## src/rtl/if_prefetch_buffer.sv

```systemverilog
// Instruction prefetch buffer: issues sequential fetches over req/ack and queues
// {pc, instr} pairs for IF_ID; a redirect flushes the queue and refetches.
module if_prefetch_buffer #(
  parameter int          DEPTH    = 4,
  parameter logic [31:0] RESET_PC = 32'h0000_0000
) (
  input  logic        clk_i,
  input  logic        rst_i,
  input  logic        start_i,
  input  logic        redirect_i,
  input  logic [31:0] redirect_pc_i,
  output logic        imem_req_o,
  output logic [31:0] imem_addr_o,
  input  logic        imem_ack_i,
  input  logic [31:0] imem_data_i,
  output logic        instr_valid_o,
  output logic [31:0] instr_o,
  output logic [31:0] pc_o,
  input  logic        instr_ready_i,
  output logic [1:0]  state_o
);

  // Handshakes: imem transfer when imem_req_o && imem_ack_i (req/addr never drop
  // before ack); IF_ID transfer when instr_valid_o && instr_ready_i.
  localparam int PTR_W = (DEPTH > 1) ? $clog2(DEPTH) : 1;
  localparam int CNT_W = PTR_W + 1;

  typedef enum logic [1:0] {
    IDLE  = 2'd0,
    REQ   = 2'd1,
    DRAIN = 2'd2
  } state_t;

  state_t             state_q, state_n;
  logic [31:0]        fetch_pc_q, fetch_pc_n;
  logic [CNT_W-1:0]   count_q, count_n;
  logic [PTR_W-1:0]   rd_ptr_q, rd_ptr_n, wr_ptr_q, wr_ptr_n;
  logic [31:0]        mem_pc    [DEPTH];
  logic [31:0]        mem_instr [DEPTH];
  logic               ack_fire, push, pop, hold, can_issue, head_bypass;
  logic               req_n, valid_n;
  logic [31:0]        addr_n, head_pc_n, head_instr_n, redirect_pc_aligned;

  assign state_o             = state_q;
  assign redirect_pc_aligned = redirect_pc_i & ~32'h3;
  assign ack_fire            = imem_req_o && imem_ack_i;
  assign hold                = imem_req_o && !imem_ack_i;
  // Only a REQ response is kept; redirect kills both the push and the pop.
  assign push                = ack_fire && (state_q == REQ) && !redirect_i;
  assign pop                 = instr_valid_o && instr_ready_i && !redirect_i;

  always_comb begin
    count_n  = count_q;
    rd_ptr_n = rd_ptr_q;
    wr_ptr_n = wr_ptr_q;
    if (redirect_i) begin
      count_n  = '0;
      rd_ptr_n = '0;
      wr_ptr_n = '0;
    end else begin
      count_n  = count_q + CNT_W'(push) - CNT_W'(pop);
      rd_ptr_n = rd_ptr_q + PTR_W'(pop);
      wr_ptr_n = wr_ptr_q + PTR_W'(push);
    end
  end

  // Credit uses the post-update count; the new request becomes the outstanding one.
  assign can_issue = start_i && (count_n < CNT_W'(DEPTH));

  always_ff @(posedge clk_i or negedge rst_i) begin
    if (!rst_i) state_q <= IDLE;
    else        state_q <= state_n;
  end

  always_comb begin
    state_n = state_q;
    case (state_q)
      IDLE:    if (can_issue) state_n = REQ;
      REQ: begin
        if (ack_fire)        state_n = can_issue ? REQ : IDLE;
        else if (redirect_i) state_n = DRAIN;
      end
      DRAIN:   if (ack_fire) state_n = can_issue ? REQ : IDLE;
      default: state_n = IDLE;
    endcase
  end

  always_comb begin
    fetch_pc_n = fetch_pc_q;
    if (redirect_i)  fetch_pc_n = redirect_pc_aligned;
    else if (push)   fetch_pc_n = fetch_pc_q + 32'd4;
    req_n  = hold ? 1'b1 : (state_n == REQ);
    addr_n = imem_addr_o;
    if (!hold && state_n == REQ) addr_n = fetch_pc_n;
    // A push into the slot that becomes the head must bypass the memory array.
    head_bypass  = push && (wr_ptr_q == rd_ptr_n);
    head_pc_n    = head_bypass ? fetch_pc_q  : mem_pc[rd_ptr_n];
    head_instr_n = head_bypass ? imem_data_i : mem_instr[rd_ptr_n];
    valid_n      = (count_n != '0);
  end

  always_ff @(posedge clk_i or negedge rst_i) begin
    if (!rst_i) begin
      fetch_pc_q    <= RESET_PC;
      count_q       <= '0;
      rd_ptr_q      <= '0;
      wr_ptr_q      <= '0;
      imem_req_o    <= 1'b0;
      imem_addr_o   <= RESET_PC;
      instr_valid_o <= 1'b0;
      instr_o       <= '0;
      pc_o          <= '0;
    end else begin
      fetch_pc_q    <= fetch_pc_n;
      count_q       <= count_n;
      rd_ptr_q      <= rd_ptr_n;
      wr_ptr_q      <= wr_ptr_n;
      imem_req_o    <= req_n;
      imem_addr_o   <= addr_n;
      instr_valid_o <= valid_n;
      if (valid_n) begin
        instr_o <= head_instr_n;
        pc_o    <= head_pc_n;
      end
    end
  end

  always_ff @(posedge clk_i) begin
    if (push) begin
      mem_pc[wr_ptr_q]    <= fetch_pc_q;
      mem_instr[wr_ptr_q] <= imem_data_i;
    end
  end

endmodule

```

## config.mk

```make
export PLATFORM = sky130hd
export DESIGN_NAME = if_prefetch_buffer
export DESIGN_NICKNAME = d
export VERILOG_FILES = /design/src/rtl/if_prefetch_buffer.sv
export SDC_FILE = /design/constraint.sdc
export NUM_CORES = 1
export LEC_CHECK = 0
export CAP_MARGIN = 10
export CORE_ASPECT_RATIO = 1.4
export CORE_MARGIN = 2
export CORE_UTILIZATION = 51
export DETAILED_ROUTE_END_ITERATION = 10
export HOLD_SLACK_MARGIN = 0.08
export PLACE_DENSITY = 0.73
export SLEW_MARGIN = 20
export SYNTH_ARGS = -nofsm -noshare
export SYNTH_HDL_FRONTEND = slang
export SYNTH_SLANG_ARGS = --single-unit
```

## constraint.sdc

```tcl
create_clock -name clk_i -period 11.35 [get_ports clk_i]
set_input_delay 1.135 -clock clk_i [delete_from_list [all_inputs] [get_ports clk_i]]
set_output_delay 1.135 -clock clk_i [all_outputs]
set_load 0.02 [all_outputs]
```

# Word-level counts from Yosys, hierarchy flattened
# Memory sizes are Yosys's and may differ from the RTL's. A register that Yosys moved wholly into a read port is not among the register bits.
# Index checks and enable logic that the tools add are counted.
[op_classes] n_reduce_logical=15 muxes=14 magnitude_cmp=1 n_addsub=5 eq_ne=3
[op_table] op="32-bit two-way mux" n=2
[op_table] op="32-bit by 3-bit adder with 32-bit output (second input constant)" n=1
[op_table] op="2-bit two-way mux" n=6
[op_table] op="1-bit logical AND" n=8
[op_table] op="2-bit one-hot mux with 3 select lines" n=1
[op_table] op="1-bit zero test" n=5
[op_table] op="2-bit by 1-bit adder with 2-bit output" n=2
[op_table] op="2-bit by 1-bit equality test with 1-bit output (second input constant)" n=2
[op_table] op="1-bit two-way mux" n=4
[op_table] op="3-bit by 1-bit adder with 3-bit output" n=1
[op_table] op="3-bit less-than comparator (second input constant)" n=1
[op_table] op="3-bit two-way mux" n=1
[op_table] op="3-bit nonzero test" n=1
[op_table] op="3-bit by 1-bit subtractor with 3-bit output" n=1
[op_table] op="2-bit equality test (second input constant)" n=1
[op_table] op="2-bit zero test" n=1
[word_totals] mem_count=2 mem_bits_rw=256 regBits=75 in_bits=70
[memory_table] name="mem_instr" words=4 width=32 rd=1 rd_ports_with_merged_regs=1 wr=1 line_no="39" rtl="logic [31:0] mem_instr [DEPTH];"
[memory_table] name="mem_pc" words=4 width=32 rd=1 rd_ports_with_merged_regs=1 wr=1 line_no="38" rtl="logic [31:0] mem_pc [DEPTH];"

# Depth between registers and ports, before layout
[logic_depth] word_depth=13 ltp_mapped=16 mapped_depth_nobuf=12

# Worst setup path after synthesis
# No wires, ideal clock.
[synth_path] kind="input to register" from="input redirect_i" to="memory mem_instr[0][0] (enable)" path_slack_ns=2.871 t_arrival_ns=7.835 setup_ns=0.644 stages=4 path_cell_list="buf_2 -> or3b_1 -> buf_6 -> nor4_1"
[synth_between] elab_chain_len=4
[synth_lines] element="start, declared" line_no="10" rtl="input logic redirect_i,"
[synth_lines] element="1-bit zero test" line_no="49" rtl="assign push = ack_fire && (state_q == REQ) && !redirect_i;"
[synth_lines] element="1-bit logical AND" line_no="49"
[synth_lines] element="1-bit two-way mux" line_no="129" rtl="if (push) begin"
[synth_lines] element="1-bit two-way mux (not written as such)" line_no="131" rtl="mem_instr[wr_ptr_q] <= imem_data_i;"
[synth_lines] element="end, declared" line_no="39"
# No other way between the ends.

# Worst setup path after layout
[layout_path] from="input imem_ack_i" to="register pc_o[18], read port of mem_pc"
[layout_between] elab_chain_len=7
[layout_lines] element="start, declared" line_no="14" rtl="input logic imem_ack_i,"
[layout_lines] element="1-bit logical AND" line_no="46" rtl="assign ack_fire = imem_req_o && imem_ack_i;"
[layout_lines] element="1-bit logical AND (2 in a row)" line_no="49"
[layout_lines] element="3-bit by 1-bit adder with 3-bit output" line_no="61" rtl="count_n = count_q + CNT_W'(push) - CNT_W'(pop);"
[layout_lines] element="3-bit by 1-bit subtractor with 3-bit output" line_no="61"
[layout_lines] element="3-bit two-way mux" line_no="56" rtl="if (redirect_i) begin"
[layout_lines] element="3-bit nonzero test" line_no="99" rtl="valid_n = (count_n != '0);"
[layout_lines] element="named net valid_n" line_no="41" rtl="logic req_n, valid_n;"
[layout_lines] element="end, declared" line_no="18" rtl="output logic [31:0] pc_o,"
# The timed path passes the listed nets, and every way through them passes these cells.
# A chain may end at the register's enable or synchronous reset.

==> results.md <==
- Pins over their slew limit: 0
- Residual DRC: 0
- Number of distinct library cells after synthesis: 56
- Slew at the pin closest to its max-slew limit: 1.056 ns
- Number of enable flip-flop cells after synthesis: 256
- Starting density of the core: 51.43%
- Last weighted congestion value of the routability-driven placer: 0.7859
- Endpoint of the worst hold-timing path: imem_addr_o[29]
- Setup crit start kind: input pin
- Per-instance average area after synthesis: between 15 and 20 µm²
- Final cycle utilization of the critical path: 46.40%
- Reg2Reg Depth: 14
- VDD IR max: 0.0001757 V
- Die ar.: 32220 µm²
- Antenna-violating nets left: 0
- Max H-tree Level: 2
- Max cap viols: 0
- Maximum buffer depth of the clock tree: 3
- Slew headroom: 29.58%
- Kind of capture point of the worst setup path: flip-flop
- Number of antenna violations at the first check in global routing: 1
- Commonest non-fill, non-tap cells in the layout: sky130_fd_sc_hd__edfxtp_1, sky130_fd_sc_hd__clkdlybuf4s50_1, sky130_fd_sc_hd__dfrtp_1
- CTS tree: yes
- Die outline width: 152.3 µm
- Worst hold start: imem_addr_o[29]
- Worst R2R Setup Slack: 6.70 ns
- First-pass GRT wire length: 54770 µm
- Endpoint of the most critical register-to-register path: pc_o[18]
- Chip Height: 211.6 µm
- Drt initial violations: between 600 and 700
- Result of the run: completed
- Number of top-level pins: 170
- Post-synthesis cell area: between 15000 and 20000 µm²
- CORE AREA: 30520 µm²
- Clock Skews: approximately 0.027 ns
- Crit path kind: in -> reg
- RSZ-0062 raised after global routing: no
- Total via count after detailed routing: 9126
- Post-route minimum period: 5.267 ns
- Layout overhead on the synthesized area: 21.46%
- Remaining global-route overflow: 0
- Fraction of layout instances using a drive strength above 1: between 10% and 20%
- Synthesized instance count: just over 900
- Critical path data required time: roughly 12 ns
- Setup_tns: 0 ns
- Total power per unit cell area: around 230 nW/µm²
- Number of register bits inferred by synthesis: 395
- Critical path fanouts, max: between 60 and 70
- Final hold vios: 0
- Pin count of the biggest net entering global routing: 97
- Non-Filler Instances: 1500
- First drt pass iteration count: 5
- Min-Delay Path Class: reg -> reg
- Maximum clock frequency: about 190 MHz
- Synthesis Warnings: 0
- Number of vias per cell: 6.084
- Worst skew pair latency: between 0.5 and 0.6 ns
- Final layout net count: 1154
- Clk pin slew, worst setup/hold paths: 0.06 ns
- Clock root buffer master: sky130_fd_sc_hd__clkbuf_16
- Number of hold buffers added after CTS: 0
- GRT Total Usage: 22.10%
- DP Cell Count: 1430
- Via count of the first global-routing pass: 9460
- Post-detailed-routing wire length: 35330 µm
- Number of placement rows: 76
- Pleak: 6.835 nW
- Post-DP HPWL: between 20000 and 25000 µm
- Most common cell after layout, fill and taps aside: sky130_fd_sc_hd__edfxtp_1
- Net count after synthesis: 986
- Cell depth of the worst min-delay path: 1
- Worst flop-to-flop path startpoint: imem_req_o
- CTS-repair resized insts: 0
- TritonCTS buffer count: 38
- Critical Path AT: 5.66 ns
- I/O Buffers: 167
- Fraction of registers with async set or reset after synthesis: a little over a third
- Main synth FF type: sky130_fd_sc_hd__edfxtp_1
- Clock sink total: 395
- Post-CTS Repair Setup Buffers: 0
- Total setup violations reported at the end of the flow: 0
- Final routed wire length divided by cell count: 23.55 µm
- Share of the yosys chip area belonging to registers: 71.13%
==> how the worst max path moves through the flow <==
stage,startpoint,end,slack [ns],depth (start not counted)
3_3_place_gp,imem_ack_i,pc_o[19],5.69,15
4_1_cts,imem_ack_i,pc_o[18],6.11,15
6_report,imem_ack_i,pc_o[18],6.08,15
5_1_grt,imem_ack_i,pc_o[18],5.80,15
3_5_place_dp,imem_ack_i,instr_o[21],5.57,15
2_1_floorplan,redirect_i,mem_instr[0][0],2.87,4
==> power breakdown <==
part	internal [mW]	switching [mW]
Combinational	0.644	0.633
Clock	0.732	0.527
Sequential	1.75	0.149
==> layer usage <==
metal	global-route usage [%]	vias up	wire length (µm)
met5	0	-	0
met4	7.638	0	1053
met3	2.886	68	1845
met2	37.76	304	17800
met1	29.61	4785	14630
li1	-	3969	-
==> kinds of logic after synthesis <==
group                    share of synthesized area, %
AND/OR/NAND/NOR                                 7.620
buffers and inverters                           1.714
adder cells (fa/ha/maj)                        0.4304
multiplexers                                    11.74
flip-flops                                      71.13
XOR/XNOR                                       0.7253
AO/OA/AOI/OAI                                   6.640
==> synth_stat cells (all sizes together), types with 2 or more instances <==
cell type	n	share of area, %
a221o	64	4.1
a31oi	14	0.56
o31ai	7	0.33
nor2	32	0.77
and4	3	0.17
nor3	4	0.13
or4	13	0.67
nand4	8	0.32
nor4	6	0.24
or4b	2	0.13
or3	9	0.37
xor2	6	0.33
mux2i	3	0.19
mux4	64	9.2
a21o	3	0.14
clkbuf	39	0.93
nand3	19	0.61
and2	66	2.6
dfrtp	139	22
and3	5	0.20
ha	3	0.24
o31a	5	0.29
nor2b	9	0.36
mux2	33	2.4
buf	15	0.47
nand2b	3	0.12
nand2	25	0.60
o22ai	2	0.080
inv	13	0.31
o21ai	15	0.48
o41ai	3	0.17
xnor2	7	0.39
edfxtp	256	49
==> registers in the layout, summed over array words and instances (netlist names) <==
register / count
pc_o: 32
wr_ptr_q: 2
mem_pc: 128
instr_valid_o: 1
fetch_pc_q: 32
instr_o: 32
rd_ptr_q: 2
state_o: 2
mem_instr: 128
imem_addr_o: 32
count_q: 3
imem_req_o: 1
==> stage by stage <==
step	setup WS, ns	cell area (µm²)	power (mW)	hold slack, ns	util, %
after floorplan	2.871	15700	2.635	0.4742	-
after global placement	5.695	17820	3.187	0.4918	58.37
after detailed placement	5.569	17820	3.211	0.4961	58.37
after CTS	6.107	19060	4.476	0.5116	62.46
after global routing	5.802	19070	4.622	0.5277	62.47
final	6.083	19070	4.438	0.5068	62.47
==> area by class of cell <==
cell class,instances,area [µm²]
Clock inverter,20,182.7
Clock buffer,49,1064
Antenna cell,1,2.502
Multi-Input combinational cell,450,4335
Timing Repair Buffer,182,1780
Tap cell,390,488.0
Fill cell,2196,11460
Inverter,13,48.80
Sequential cell,395,11170
==> worst max-delay path, stage by stage <==
cell	delay (ns)
sky130_fd_sc_hd__clkdlybuf4s50_1	0.62
sky130_fd_sc_hd__nand4b_1	0.29
sky130_fd_sc_hd__xnor2_1	0.23
sky130_fd_sc_hd__nor2_1	0.10
sky130_fd_sc_hd__ha_1	0.15
sky130_fd_sc_hd__inv_1	0.05
sky130_fd_sc_hd__fa_1	0.37
sky130_fd_sc_hd__xor2_1	0.18
sky130_fd_sc_hd__xnor2_1	0.23
sky130_fd_sc_hd__a21o_2	0.16
sky130_fd_sc_hd__buf_4	0.61
sky130_fd_sc_hd__inv_1	0.13
sky130_fd_sc_hd__and4_2	0.57
sky130_fd_sc_hd__buf_4	0.41
sky130_fd_sc_hd__a221o_1	0.39
No activity file was read; power rests on OpenSTA's default activity.
